File: config.mk
export PLATFORM = sky130hd
export DESIGN_NAME = bambu_mem_channel_arbiter_flat
export DESIGN_NICKNAME = d
export VERILOG_FILES = /design/src/rtl/bambu_mem_channel_arbiter_if.sv /design/src/rtl/bambu_mem_channel_arbiter.sv /design/src/flat_wrapper.sv
export SDC_FILE = /design/constraint.sdc
export NUM_CORES = 1
export LEC_CHECK = 0
export CAP_MARGIN = 20
export CORE_MARGIN = 3
export CORE_UTILIZATION = 39
export CTS_CLUSTER_SIZE = 25
export DETAILED_ROUTE_END_ITERATION = 7
export GPL_TIMING_DRIVEN = 0
export PLACE_DENSITY = 0.76
export RECOVER_POWER = 25
export SLEW_MARGIN = 20
export SYNTH_ARGS = -nofsm -noshare
export SYNTH_HDL_FRONTEND = slang
export SYNTH_SLANG_ARGS = --single-unit
File: constraint.sdc
create_clock -name clock -period 1.6 [get_ports clock]
set_clock_uncertainty 0.1 [all_clocks]
set_input_delay 0.16 -clock clock [delete_from_list [all_inputs] [get_ports clock]]
set_output_delay 0.16 -clock clock [all_outputs]
set_load 0.01 [all_outputs]
File: src/rtl/bambu_mem_channel_arbiter_if.sv
`default_nettype none
// ============================================================================
// Module      : bambu_mem_channel_arbiter_if
// Description : Bundles the two-channel Mout_* request/response bus and the
//               shared single-port memory bus that surround the channel
//               arbiter.
//               slave  - arbiter view: channel requests and memory ack/rdata
//                        in; channel responses, memory request, grant and
//                        sticky error flags out.
//               master - environment view (HLS top plus memory), the mirror.
//               Channel vectors hold ch0 in the low slice, ch1 in the high.
// Revision    : 1.0 - initial release
// ============================================================================
interface bambu_mem_channel_arbiter_if #(
    parameter int ADDR_W = 7,
    parameter int DATA_W = 8,
    parameter int SIZE_W = 4
);
    // Channel side
    logic [1:0]          ch_oe;
    logic [1:0]          ch_we;
    logic [2*ADDR_W-1:0] ch_addr;
    logic [2*DATA_W-1:0] ch_wdata;
    logic [2*SIZE_W-1:0] ch_size;
    logic [2*DATA_W-1:0] ch_rdata;
    logic [1:0]          ch_datardy;
    // Memory side
    logic                mem_req;
    logic                mem_we;
    logic [ADDR_W-1:0]   mem_addr;
    logic [DATA_W-1:0]   mem_wdata;
    logic [DATA_W-1:0]   mem_mask;
    logic                mem_ack;
    logic [DATA_W-1:0]   mem_rdata;
    // Status
    logic [1:0]          grant;
    logic                err_both;
    logic                err_timeout;

    modport slave (
        input  ch_oe, ch_we, ch_addr, ch_wdata, ch_size, mem_ack, mem_rdata,
        output ch_rdata, ch_datardy, mem_req, mem_we, mem_addr, mem_wdata,
               mem_mask, grant, err_both, err_timeout
    );

    modport master (
        output ch_oe, ch_we, ch_addr, ch_wdata, ch_size, mem_ack, mem_rdata,
        input  ch_rdata, ch_datardy, mem_req, mem_we, mem_addr, mem_wdata,
               mem_mask, grant, err_both, err_timeout
    );
endinterface
`default_nettype wire

File: src/rtl/bambu_mem_channel_arbiter.sv
`default_nettype none
// ============================================================================
// Module      : bambu_mem_channel_arbiter
// Description : Shares one single-port memory between two Bambu master
//               channels. Accesses are serialized IDLE -> ISSUE -> RESP with
//               round-robin arbitration, a per-access watchdog, and sticky
//               flags for oe/we conflicts and watchdog aborts.
// Ports       : clock - rising-edge clock
//               reset - synchronous, active-high
//               bus   - bambu_mem_channel_arbiter_if.slave (channel requests,
//                       channel responses, memory port, grant, error flags)
// Revision    : 1.0 - initial release
// ============================================================================
module bambu_mem_channel_arbiter #(
    parameter int ADDR_W  = 7,
    parameter int DATA_W  = 8,
    parameter int SIZE_W  = 4,
    parameter int TIMEOUT = 255
) (
    input  wire logic                   clock,
    input  wire logic                   reset,
    bambu_mem_channel_arbiter_if.slave  bus
);

    localparam logic [1:0] c_IDLE  = 2'd0;
    localparam logic [1:0] c_ISSUE = 2'd1;
    localparam logic [1:0] c_RESP  = 2'd2;

    localparam int                c_CNT_W    = $clog2(TIMEOUT + 1);
    localparam logic [c_CNT_W-1:0] c_CNT_LAST = c_CNT_W'(TIMEOUT - 1);

    logic [1:0]         r_state;
    logic [1:0]         w_next_state;

    logic               r_owner;
    logic               r_last_grant;
    logic               r_we;
    logic [ADDR_W-1:0]  r_addr;
    logic [DATA_W-1:0]  r_wdata;
    logic [DATA_W-1:0]  r_mask;
    logic [DATA_W-1:0]  r_rdata;
    logic [c_CNT_W-1:0] r_cnt;
    logic               r_err_both;
    logic               r_err_timeout;

    logic [1:0]         w_valid;
    logic [1:0]         w_both;
    logic               w_any;
    logic               w_sel;
    logic [ADDR_W-1:0]  w_sel_addr;
    logic [DATA_W-1:0]  w_sel_wdata;
    logic [SIZE_W-1:0]  w_sel_size;
    logic [DATA_W-1:0]  w_sel_mask;
    logic               w_expire;
    logic [1:0]         w_owner_onehot;

    // A channel request is valid only when exactly one of oe/we is set.
    assign w_valid = bus.ch_oe ^ bus.ch_we;
    assign w_both  = bus.ch_oe & bus.ch_we;
    assign w_any   = |w_valid;

    // Both valid: the channel that did not win last time. Otherwise the
    // single valid requester (ch1 only if it is the one asking).
    assign w_sel = (w_valid == 2'b11) ? ~r_last_grant : w_valid[1];

    assign w_sel_addr  = w_sel ? bus.ch_addr[2*ADDR_W-1:ADDR_W]   : bus.ch_addr[ADDR_W-1:0];
    assign w_sel_wdata = w_sel ? bus.ch_wdata[2*DATA_W-1:DATA_W]  : bus.ch_wdata[DATA_W-1:0];
    assign w_sel_size  = w_sel ? bus.ch_size[2*SIZE_W-1:SIZE_W]   : bus.ch_size[SIZE_W-1:0];

    // Lane mask (1<<size)-1, saturating to all ones once size >= DATA_W.
    always_comb begin
        w_sel_mask = '0;
        for (int b = 0; b < DATA_W; b++) begin
            w_sel_mask[b] = (int'(w_sel_size) > b);
        end
    end

    // Watchdog expiry only counts when the memory did not ack in that cycle.
    assign w_expire = (r_state == c_ISSUE) && !bus.mem_ack && (r_cnt == c_CNT_LAST);

    assign w_owner_onehot = r_owner ? 2'b10 : 2'b01;

    // ------------------------------------------------------------------
    // FSM state register
    // ------------------------------------------------------------------
    always_ff @(posedge clock) begin
        if (reset) begin
            r_state <= c_IDLE;
        end else begin
            r_state <= w_next_state;
        end
    end

    // ------------------------------------------------------------------
    // FSM next-state logic
    // ------------------------------------------------------------------
    always_comb begin
        w_next_state = r_state;
        case (r_state)
            c_IDLE: begin
                if (w_any) begin
                    w_next_state = c_ISSUE;
                end
            end
            c_ISSUE: begin
                if (bus.mem_ack || w_expire) begin
                    w_next_state = c_RESP;
                end
            end
            c_RESP:  w_next_state = c_IDLE;
            default: w_next_state = c_IDLE;
        endcase
    end

    // ------------------------------------------------------------------
    // FSM outputs: memory fields are only presented while issuing, and the
    // response appears for exactly the single RESP cycle.
    // ------------------------------------------------------------------
    always_comb begin
        bus.mem_req    = 1'b0;
        bus.mem_we     = 1'b0;
        bus.mem_addr   = '0;
        bus.mem_wdata  = '0;
        bus.mem_mask   = '0;
        bus.grant      = 2'b00;
        bus.ch_datardy = 2'b00;
        bus.ch_rdata   = '0;
        case (r_state)
            c_ISSUE: begin
                bus.mem_req   = 1'b1;
                bus.mem_we    = r_we;
                bus.mem_addr  = r_addr;
                bus.mem_wdata = r_wdata;
                bus.mem_mask  = r_mask;
                bus.grant     = w_owner_onehot;
            end
            c_RESP: begin
                bus.grant      = w_owner_onehot;
                bus.ch_datardy = w_owner_onehot;
                if (r_owner) begin
                    bus.ch_rdata[2*DATA_W-1:DATA_W] = r_rdata;
                end else begin
                    bus.ch_rdata[DATA_W-1:0] = r_rdata;
                end
            end
            default: ;
        endcase
    end

    assign bus.err_both    = r_err_both;
    assign bus.err_timeout = r_err_timeout;

    // ------------------------------------------------------------------
    // Transaction latch, watchdog and sticky error flags
    // ------------------------------------------------------------------
    always_ff @(posedge clock) begin
        if (reset) begin
            r_owner       <= 1'b0;
            r_last_grant  <= 1'b1;   // ch0 wins the first tie
            r_we          <= 1'b0;
            r_addr        <= '0;
            r_wdata       <= '0;
            r_mask        <= '0;
            r_rdata       <= '0;
            r_cnt         <= '0;
            r_err_both    <= 1'b0;
            r_err_timeout <= 1'b0;
        end else begin
            if (r_state == c_IDLE) begin
                if (|w_both) begin
                    r_err_both <= 1'b1;
                end
                if (w_any) begin
                    r_owner      <= w_sel;
                    r_last_grant <= w_sel;
                    r_we         <= w_sel ? bus.ch_we[1] : bus.ch_we[0];
                    r_addr       <= w_sel_addr;
                    r_wdata      <= w_sel_wdata;
                    r_mask       <= w_sel_mask;
                    r_rdata      <= '0;
                    r_cnt        <= '0;
                end
            end
            if (r_state == c_ISSUE) begin
                if (bus.mem_ack) begin
                    // Writes report zero data.
                    r_rdata <= r_we ? '0 : bus.mem_rdata;
                end else if (w_expire) begin
                    r_rdata       <= '0;
                    r_err_timeout <= 1'b1;
                end else begin
                    r_cnt <= r_cnt + c_CNT_W'(1);
                end
            end
        end
    end

endmodule
`default_nettype wire

File: src/flat_wrapper.sv
// flat-port wrapper written by rule: the top's interface ports become plain ports
module bambu_mem_channel_arbiter_flat 
#(
    parameter int ADDR_W  = 7,
    parameter int DATA_W  = 8,
    parameter int SIZE_W  = 4,
    parameter int TIMEOUT = 255
)
  (clock, reset, bus_ch_oe, bus_ch_we, bus_ch_addr, bus_ch_wdata, bus_ch_size, bus_mem_ack, bus_mem_rdata, bus_ch_rdata, bus_ch_datardy, bus_mem_req, bus_mem_we, bus_mem_addr, bus_mem_wdata, bus_mem_mask, bus_grant, bus_err_both, bus_err_timeout);
  bambu_mem_channel_arbiter_if #(.ADDR_W(ADDR_W), .DATA_W(DATA_W), .SIZE_W(SIZE_W)) bus_i ();
  input  wire logic clock;
  input  wire logic reset;
  input wire logic [$bits(bus_i.ch_oe)-1:0] bus_ch_oe;
  input wire logic [$bits(bus_i.ch_we)-1:0] bus_ch_we;
  input wire logic [$bits(bus_i.ch_addr)-1:0] bus_ch_addr;
  input wire logic [$bits(bus_i.ch_wdata)-1:0] bus_ch_wdata;
  input wire logic [$bits(bus_i.ch_size)-1:0] bus_ch_size;
  input wire logic [$bits(bus_i.mem_ack)-1:0] bus_mem_ack;
  input wire logic [$bits(bus_i.mem_rdata)-1:0] bus_mem_rdata;
  output wire logic [$bits(bus_i.ch_rdata)-1:0] bus_ch_rdata;
  output wire logic [$bits(bus_i.ch_datardy)-1:0] bus_ch_datardy;
  output wire logic [$bits(bus_i.mem_req)-1:0] bus_mem_req;
  output wire logic [$bits(bus_i.mem_we)-1:0] bus_mem_we;
  output wire logic [$bits(bus_i.mem_addr)-1:0] bus_mem_addr;
  output wire logic [$bits(bus_i.mem_wdata)-1:0] bus_mem_wdata;
  output wire logic [$bits(bus_i.mem_mask)-1:0] bus_mem_mask;
  output wire logic [$bits(bus_i.grant)-1:0] bus_grant;
  output wire logic [$bits(bus_i.err_both)-1:0] bus_err_both;
  output wire logic [$bits(bus_i.err_timeout)-1:0] bus_err_timeout;
  assign bus_i.ch_oe = bus_ch_oe;
  assign bus_i.ch_we = bus_ch_we;
  assign bus_i.ch_addr = bus_ch_addr;
  assign bus_i.ch_wdata = bus_ch_wdata;
  assign bus_i.ch_size = bus_ch_size;
  assign bus_i.mem_ack = bus_mem_ack;
  assign bus_i.mem_rdata = bus_mem_rdata;
  assign bus_ch_rdata = bus_i.ch_rdata;
  assign bus_ch_datardy = bus_i.ch_datardy;
  assign bus_mem_req = bus_i.mem_req;
  assign bus_mem_we = bus_i.mem_we;
  assign bus_mem_addr = bus_i.mem_addr;
  assign bus_mem_wdata = bus_i.mem_wdata;
  assign bus_mem_mask = bus_i.mem_mask;
  assign bus_grant = bus_i.grant;
  assign bus_err_both = bus_i.err_both;
  assign bus_err_timeout = bus_i.err_timeout;
  bambu_mem_channel_arbiter #(.ADDR_W(ADDR_W), .DATA_W(DATA_W), .SIZE_W(SIZE_W), .TIMEOUT(TIMEOUT)) u_core (.clock(clock), .reset(reset), .bus(bus_i));
endmodule
# ---- Yosys cells after proc, flatten, opt, wreduce, memory -nomap -nowiden
# Cells that the tools add are included.
dict set report op_classes {
  n_addsub 1
  n_mul 0
  div_mod_pow 0
  n_lt_le_gt_ge 8
  n_eq_ne 6
  n_shift 0
  n_mux 30
  bitwise_logic 4
  reduce_logical 12
}
# op n
set op_table {}
lappend op_table {{$mux W8} 16}
lappend op_table {{$gt A4 B3 Y1 const B} 4}
lappend op_table {{$mux W16} 1}
lappend op_table {{$mux W7} 2}
lappend op_table {{$mux W2} 5}
lappend op_table {{$add A8 B1 Y8 const B} 1}
lappend op_table {{$eq A8 B8 Y1 const B} 1}
lappend op_table {{$gt A4 B1 Y1 const B} 2}
lappend op_table {{$gt A4 B2 Y1 const B} 2}
lappend op_table {{$reduce_and A2 Y1} 3}
lappend op_table {{$reduce_or A2 Y1} 3}
lappend op_table {{$eq A2 B2 Y1 const B} 2}
lappend op_table {{$mux W1} 4}
lappend op_table {{$mux W4} 1}
lappend op_table {{$pmux W2 S2} 1}
lappend op_table {{$reduce_and A3 Y1} 1}
lappend op_table {{$and A2 B2 Y2} 1}
lappend op_table {{$eq A2 B1 Y1 const B} 1}
lappend op_table {{$logic_and A1 B1 Y1} 2}
lappend op_table {{$logic_not A2 Y1} 1}
lappend op_table {{$ne A2 B1 Y1 const B} 1}
lappend op_table {{$ne A2 B2 Y1 const B} 1}
lappend op_table {{$not A1 Y1} 2}
lappend op_table {{$xor A2 B2 Y2} 1}
lappend op_table {{other kinds (2)} 2}
dict set report word_totals {
  regBits 46
  latchBits 0
  ram_bits 0
  romBits 0
  wordCells 72
  n_memories 0
}

# ---- Longest topological paths before layout
dict set report depth {
  ltp_word 7
  mapped_depth 7
  depth_no_buf 6
}

# ---- Worst setup path after synthesis
# OpenSTA, ideal clock, no wires.
dict set report synth_timing {
  kind {flip-flop to flip-flop}
  start {register u_core.r_state[1]}
  end {register u_core.r_cnt[3]}
  setup_time_ns 0.120
  arrival_time_ns 1.512
  required_time_ns 1.380
  slack_ns -0.132
  stages_incl_launch_ff 7
  path_buffers 0
  synth_period_minus_slack_ns 1.732
  cell_sequence {dfxtp_1 > inv_1 > ha_1 > and2b_1 > o21a_1 > nor3_4 > a211o_1}
}
dict set report synth_via {
  elab_chain_len 6
}
# element line
set synth_rtl {}
lappend synth_rtl {{start: declaration} bambu_mem_channel_arbiter.sv:32} ;# logic [1:0] r_state;
lappend synth_rtl {{start signal: assignment} bambu_mem_channel_arbiter.sv:88} ;# r_state <= c_IDLE;
lappend synth_rtl {{start signal: assignment} bambu_mem_channel_arbiter.sv:90} ;# r_state <= w_next_state;
lappend synth_rtl {{$eq A2 B1 Y1} {bambu_mem_channel_arbiter.sv:79, bambu_mem_channel_arbiter.sv:184}}
lappend synth_rtl {{$logic_and A1 B1 Y1 (2 in a row)} bambu_mem_channel_arbiter.sv:79} ;# assign w_expire = (r_state == c_ISSUE) && !bus.mem_ack && (r_cnt == c_CNT_LAST);
lappend synth_rtl {{$mux W8} bambu_mem_channel_arbiter.sv:188} ;# end else if (w_expire) begin
lappend synth_rtl {{$mux W8} bambu_mem_channel_arbiter.sv:185} ;# if (bus.mem_ack) begin
lappend synth_rtl {{$mux W8 *} bambu_mem_channel_arbiter.sv:184} ;# if (r_state == c_ISSUE) begin
lappend synth_rtl {{end signal: assignment} bambu_mem_channel_arbiter.sv:192} ;# r_cnt <= r_cnt + c_CNT_W'(1);
lappend synth_rtl {{end: declaration} bambu_mem_channel_arbiter.sv:42} ;# logic [c_CNT_W-1:0] r_cnt;
# Every way passes the cells marked *; elsewhere a longest branch is shown, timed or not.
# A chain may end at the register's enable or synchronous reset.

# ---- Worst setup path after layout
dict set report layout_timing {
  start {register u_core.r_state[1]}
  end {register u_core.r_cnt[1]}
}
# The elaborated chain is that of the path after synthesis.

==> impl_metrics.yaml <==
power:
  pwr_density_cell_nw_per_um2: 1383
  ir_worst_vdd_mv: 0.9047
  leakage_nw: 1.923
  total_power_mw: 6.184
logic_synthesis:
  synth_top_area_share_pct: 37.23
  synth_area_um2: 2474
  synth-async-reset-ratio_pct: 0
  synth_edf_count: 0
  ys_top_cells_by_area: "dfxtp_1 37%, mux2i_1 9.3%, and2_1 8.6%"
  synth_area_per_cell_um2: 8.619
  synth_ff_type: "dfxtp_1"
  synth_top_area_cell: "dfxtp_1"
  ys_seq_area_share_pct: 37.23
  netlist_instances: 287
  ys_ff_latch: 46
  synth_warnings: 0
  syn_nets: 349
  synth.distinct_cells: 44
cts:
  tritoncts: "yes"
  cts_hold_buf: 0
  cts_buffers: 5
  cts.sinks: 46
  clk_latency_ps: 300
  htree_levels: 2
  path_clk_slew_ps: 90
  clock_path_buffers: 2
  cts_root_buf: "clkbuf_8"
timing:
  fin_crit_sh_pct: 107.7
  period_needed_ps: 1723
  rsz0062_at_grt: "true"
  setup_tns_ps: -3102
  fmax_mhz: 580.3
  worstMarginPinSlew_ps: 616.0
  setup_viol: 56
  slew_headroom_pct: 58.93
  maxSlewViolCount: 0
  hold_viol: 0
  fin_ws_ps: -123.3
routing:
  dr.pass1.iters: 4
  drt_iter0_drc: 69
  wirelength_um: 8359
  via_per_inst: 5.278
  drc: 0
  via_count: 2623
  drtAntennaViolNets: 0
  wire_per_inst_um: 16.82
die:
  coreArea_um2: 6026
  die-area_um2: 7334
  fp.dieW_um: 85.64
  die_h_um: 85.64
  pin_count: 100
  start_util_pct: 41.05
  rows: 28
worst_hold_path:
  hp-class: "primary input to register"
  holdPathStages: 2
  worstHoldStart: "reset"
  hold_end: "u_core.r_mask[7]"
critical_path:
  path_max_fanout: 5
  path_cells: "inv_4, ha_4, buf_6, and2b_2, o21a_4, buf_6, mux2_4, nor2_2"
  max_stage_delay_ps: 380
  cp-start-kind: "register"
  worstPathArrival_ps: 1870
  end_kind: "register"
  critPathSlowestCell: "dfxtp_4"
  critical_path_class: "register to register"
  r2r-end: "u_core.r_cnt[1]"
  timing.rr.start: "u_core.r_state[1]"
  r2r_cells: 8
  worst_ep_required_time_ps: 1750
  reg2reg_slack_ps: -120
  cp_common_cell: "buf_6"
run_status:
  outcome: "finished, violations left"
  violations: "setup timing"
grt:
  grt-ovfl-total: 0
  grt_max_degree: 15
  grt_pass1_vias: 2467
  grt_pass1_wl_um: 11760
  antenna_found_initial: 0
  grt.total_usage_pct: 19.68
placed_design:
  finalWeightedCongestion: 0.7862
  placed_cell_area_um2: 3565
  place.port_buffers: 98
  dp_hpwl_um: 5109
job:
  cap_violations: 0
finish:
  finalInstanceArea_um2: 4471
  layout-drive-gt1-share_pct: 42.89
  n_fill_cell: 440
  nets: 483
  final_common_cell: "clkdlybuf4s50_1"
  final_cell_mix: "49 x clkdlybuf4s50_1, 44 x dfxtp_1, 37 x buf_6"
  syn_to_final_growth_pct: 80.73
  num_antenna_cells: 0
## layout make-up
type                    count  area [µm²]  share of cell area, %
plain buffers              14       163.9                  3.666
inverters                   6       27.53                 0.6157
clock buffers               5       68.82                  1.539
multi-input cells         219        1822                  40.75
clock inverters             3       40.04                 0.8956
flip-flops and latches     46       928.4                  20.77
repair buffers            129        1326                  29.67
well taps                  75       93.84                  2.099
## cell families (layout without fill, tap and decap cells)
kind of cell / count (synthesis) / in the layout / synth area share (%)
buffers and inverters: 22 / 157 / 4.299
and+or+nand+nor: 121 / 121 / 25.49
adders and majority gates: 9 / 9 / 4.552
DFF: 46 / 46 / 37.23
muxes: 24 / 24 / 9.914
AOI/OAI and AO/OA: 65 / 65 / 18.51
## cell usage after synthesis (2+ instances only)
| cell | instances |
|---|---|
| a211oi_1 | 17 |
| a21o_1 | 6 |
| a21oi_1 | 16 |
| a22oi_1 | 8 |
| and2_1 | 34 |
| and3_1 | 9 |
| buf_2 | 4 |
| buf_6 | 2 |
| clkbuf_1 | 8 |
| dfxtp_1 | 46 |
| ha_1 | 9 |
| inv_1 | 6 |
| mux2i_1 | 23 |
| nand2_1 | 20 |
| nand3_1 | 6 |
| nor2_1 | 36 |
| nor2b_1 | 3 |
| o21a_1 | 2 |
| o21ai_0 | 5 |
| o221a_2 | 2 |
| or3_1 | 2 |
## stage by stage
| stage | cells | util (%) | hold slack (ps) | setup WS, ps |
|---|---|---|---|---|
| final | 497 | 74.19 | 251.4 | -123.3 |
| after detailed placement | 460 | 59.16 | 342.9 | -611.8 |
| after floorplan | 287 | - | 208.3 | -4.691 |
| after CTS | 484 | 65.64 | 229.4 | -120.1 |
| after global routing | 497 | 74.19 | 266.2 | -185.3 |
| after global placement | 460 | 59.16 | 334.9 | -605.0 |
## worst max path at each step
stage	startpoint	end	slack [ps]	cells past startpoint
floorplan	u_core.r_state[1]	u_core.r_cnt[3]	-5	6
global placement	u_core.r_state[0]	bus_ch_rdata[1]	-610	6
detailed placement	u_core.r_state[0]	bus_ch_rdata[5]	-610	6
CTS	u_core.r_state[1]	bus_mem_addr[3]	-120	6
global route	u_core.r_state[1]	bus_mem_addr[3]	-190	6
finish	u_core.r_state[1]	u_core.r_cnt[1]	-120	8
## per-layer routing
layer / GRT usage [%] / vias up / part of all wire [%]
met5: 0 / - / 0
met4: 6.043 / 0 / 1.7
met3: 5.860 / 12 / 7.4
met2: 33.69 / 95 / 50
met1: 23.72 / 1238 / 40
li1: - / 1278 / -
## where the power goes
group | leakage (nW) | internal, mW | total [mW] | switching [mW]
Sequential | 0.379 | 1.44 | 1.65 | 0.211
Combinational | 1.49 | 2.06 | 3.67 | 1.62
Clock | 0.0579 | 0.460 | 0.865 | 0.405
## worst max-delay path, delay by kind of cell (launching register included)
kind	cells	cell delay [ps]
AND/OR/NAND/NOR	2	290
flip-flops	1	380
adder cells (fa/ha/maj)	1	170
AO/OA/AOI/OAI	1	150
multiplexers	1	290
buffers and inverters	3	290
## state kept, by name (all words and copies together), names as in the netlist
register and count:
u_core.bus.err_timeout 1, u_core.r_state 2, u_core.r_addr 7, u_core.r_last_grant 1, u_core.r_mask 8, u_core.r_cnt 8, u_core.r_we 1, u_core.r_rdata 8
u_core.r_wdata 8, u_core.r_owner 1, u_core.bus.err_both 1
## what timing repair did
| item | CTS | global route |
|---|---|---|
| setup buffers | 13 | 12 |
| endpoints found under the setup margin | 88 | 88 |
| cloned | 4 | 4 |
| pin swaps | 28 | 29 |
| gates resized for setup | 267 | 92 |
Power figures use the tool's default switching activity.
==> RTL edit, RTL diff (same settings) <==
`SIZE_W` is set to 4 in 3 places; all go to 2.
--- a/src/rtl/bambu_mem_channel_arbiter_if.sv
+++ b/src/rtl/bambu_mem_channel_arbiter_if.sv
@@ -16,3 +16,3 @@
     parameter int DATA_W = 8,
-    parameter int SIZE_W = 4
+    parameter int SIZE_W = 2
 );
--- a/src/rtl/bambu_mem_channel_arbiter.sv
+++ b/src/rtl/bambu_mem_channel_arbiter.sv
@@ -16,3 +16,3 @@
     parameter int DATA_W  = 8,
-    parameter int SIZE_W  = 4,
+    parameter int SIZE_W  = 2,
     parameter int TIMEOUT = 255
--- a/src/flat_wrapper.sv
+++ b/src/flat_wrapper.sv
@@ -5,3 +5,3 @@
     parameter int DATA_W  = 8,
-    parameter int SIZE_W  = 4,
+    parameter int SIZE_W  = 2,
     parameter int TIMEOUT = 255
Interface: changed (resized bus_ch_size); port bits go from 100 to 96. The function was not compared with the original's and may differ.
==> RTL edit against the unedited design <==
- the flow still finishes with violations (negative setup slack)
- cell area is 6.9% lower
- critical endpoint is now bus_ch_rdata[5]
- largest power group unchanged
- sequential cell count is 5 lower
- utilization rose by 4.3 points
- synthesized area down 9.9%
- register-to-register slack gained 40 ps
- largest cell class unchanged
- power down 12%
- routed wire length fell by 4.0%
- die area is 9.2% lower
- clock power decreased by 20%
- global-route usage up 1.7 points
- setup slack got worse by 18 ps
==> RTL edit: results (changes against the unedited design) <==
- Cells on worst reg2reg path: 7 (-1)
- Hold Startpoint: bus_ch_we[0]
- FILL cells: 317 (-28%)
- Count of final setup violators: 44 (-21%)
- Placed Cells: 420 (-8.7%)
- Failing checks: negative setup slack
- Post-DP Area: 3270 um^2 (-8.3%)
- Max-Slew Margin vs Limit: 64.9% (+6.0 points)
- Layout cell share with drive strength beyond 1: 50.5% (+7.6 points)
- Port bufs: 90 (-8.2%)
- Vias: 2415 (-7.9%)
- Drt total wl: 8030 um (-4.0%)
- Worst setup path startpoint: u_core.r_state[0]$_SDFFE_PP0P_
- Crit path DAT: 1480 ps (-390 ps)
- P_clk: 695 uW (-20%)
- Critical Path End: bus_ch_rdata[5]
- Post-placement worst setup slack: -693 ps (-80.8 ps)
- Outcome: finished, violations left
- Top cells by area, synth: dfxtp_1 37%, mux2i_1 8.5%, and2_1 8.1%
- Worst vdd ir: 845 uV (-6.6%)
- End of the worst hold path: u_core.r_we$_SDFFE_PP0P_
- Final hold slack: 313 ps (+61.6 ps)
- Iter 0 DRT Violations: 90 (+30%)
- Distinct cells, synth: 40 (-9.1%)
- Cell count after synthesis: 256 (-11%)
- PnR worst setup slack: -142 ps (-18.3 ps)
- Pleak: 1.74 nW (-9.6%)
- DP HPWL: 4770 um (-6.6%)
RTL edit: changes by cell type after synthesis, moves of 4 or more:
cell      delta
mux2i_1      -4
dfxtp_1      -5
and2_1       -5
nand2_1     -17
buf_4        +6
o221ai_1     +5
nand2b_1    +11
a21oi_1     -10
a21o_1       -5
o21ai_0      -4
RTL edit: critical path, stage by stage, from the launching register on:
cell and delay (ps):
dfxtp_4 390, inv_6 80, ha_4 160, nor2b_4 200
buf_8 130, and2_4 130, buf_6 100
RTL edit: area by class of cell:
type	instances	area share [%]
clock buffer	5	1.65
sequential	41	20.2
buffer	20	5.50
tap	70	2.10
clock inverter	3	0.421
inverter	4	0.541
multi-input combinational	193	41.8
timing repair buffer	124	27.8
RTL edit: cell families (layout without fill, tap and decap cells):
kind of cell / after synthesis / count (layout) / share of synthesized area [%]
AND/OR/NAND/NOR: 110 / 110 / 26.9
AO/OA/AOI/OAI: 49 / 49 / 16.0
flip-flops: 41 / 41 / 36.8
buffers and inverters: 26 / 156 / 6.06
multiplexers: 20 / 20 / 9.03
adder cells (fa/ha/maj): 9 / 9 / 5.05
other: 1 / 5 / 0.168
RTL edit: repair_timing:
action                     4_1_cts  5_1_grt
gates resized for setup        265       84
gates cloned                     4        2
hold buffers                     0        0
buffers inserted                18       12
setup endpoints to repair       80       80
pin swaps                       32       36
RTL edit: per-layer routing:
| metal | vias to the layer above | GRT usage [%] | part of all wire, % |
|---|---|---|---|
| li1 | 1164 | - | - |
| met1 | 1155 | 24.5 | 39 |
| met2 | 90 | 39.0 | 52 |
| met3 | 6 | 5.81 | 8.0 |
| met4 | 0 | 5.81 | 0.93 |
| met5 | - | 0 | 0 |
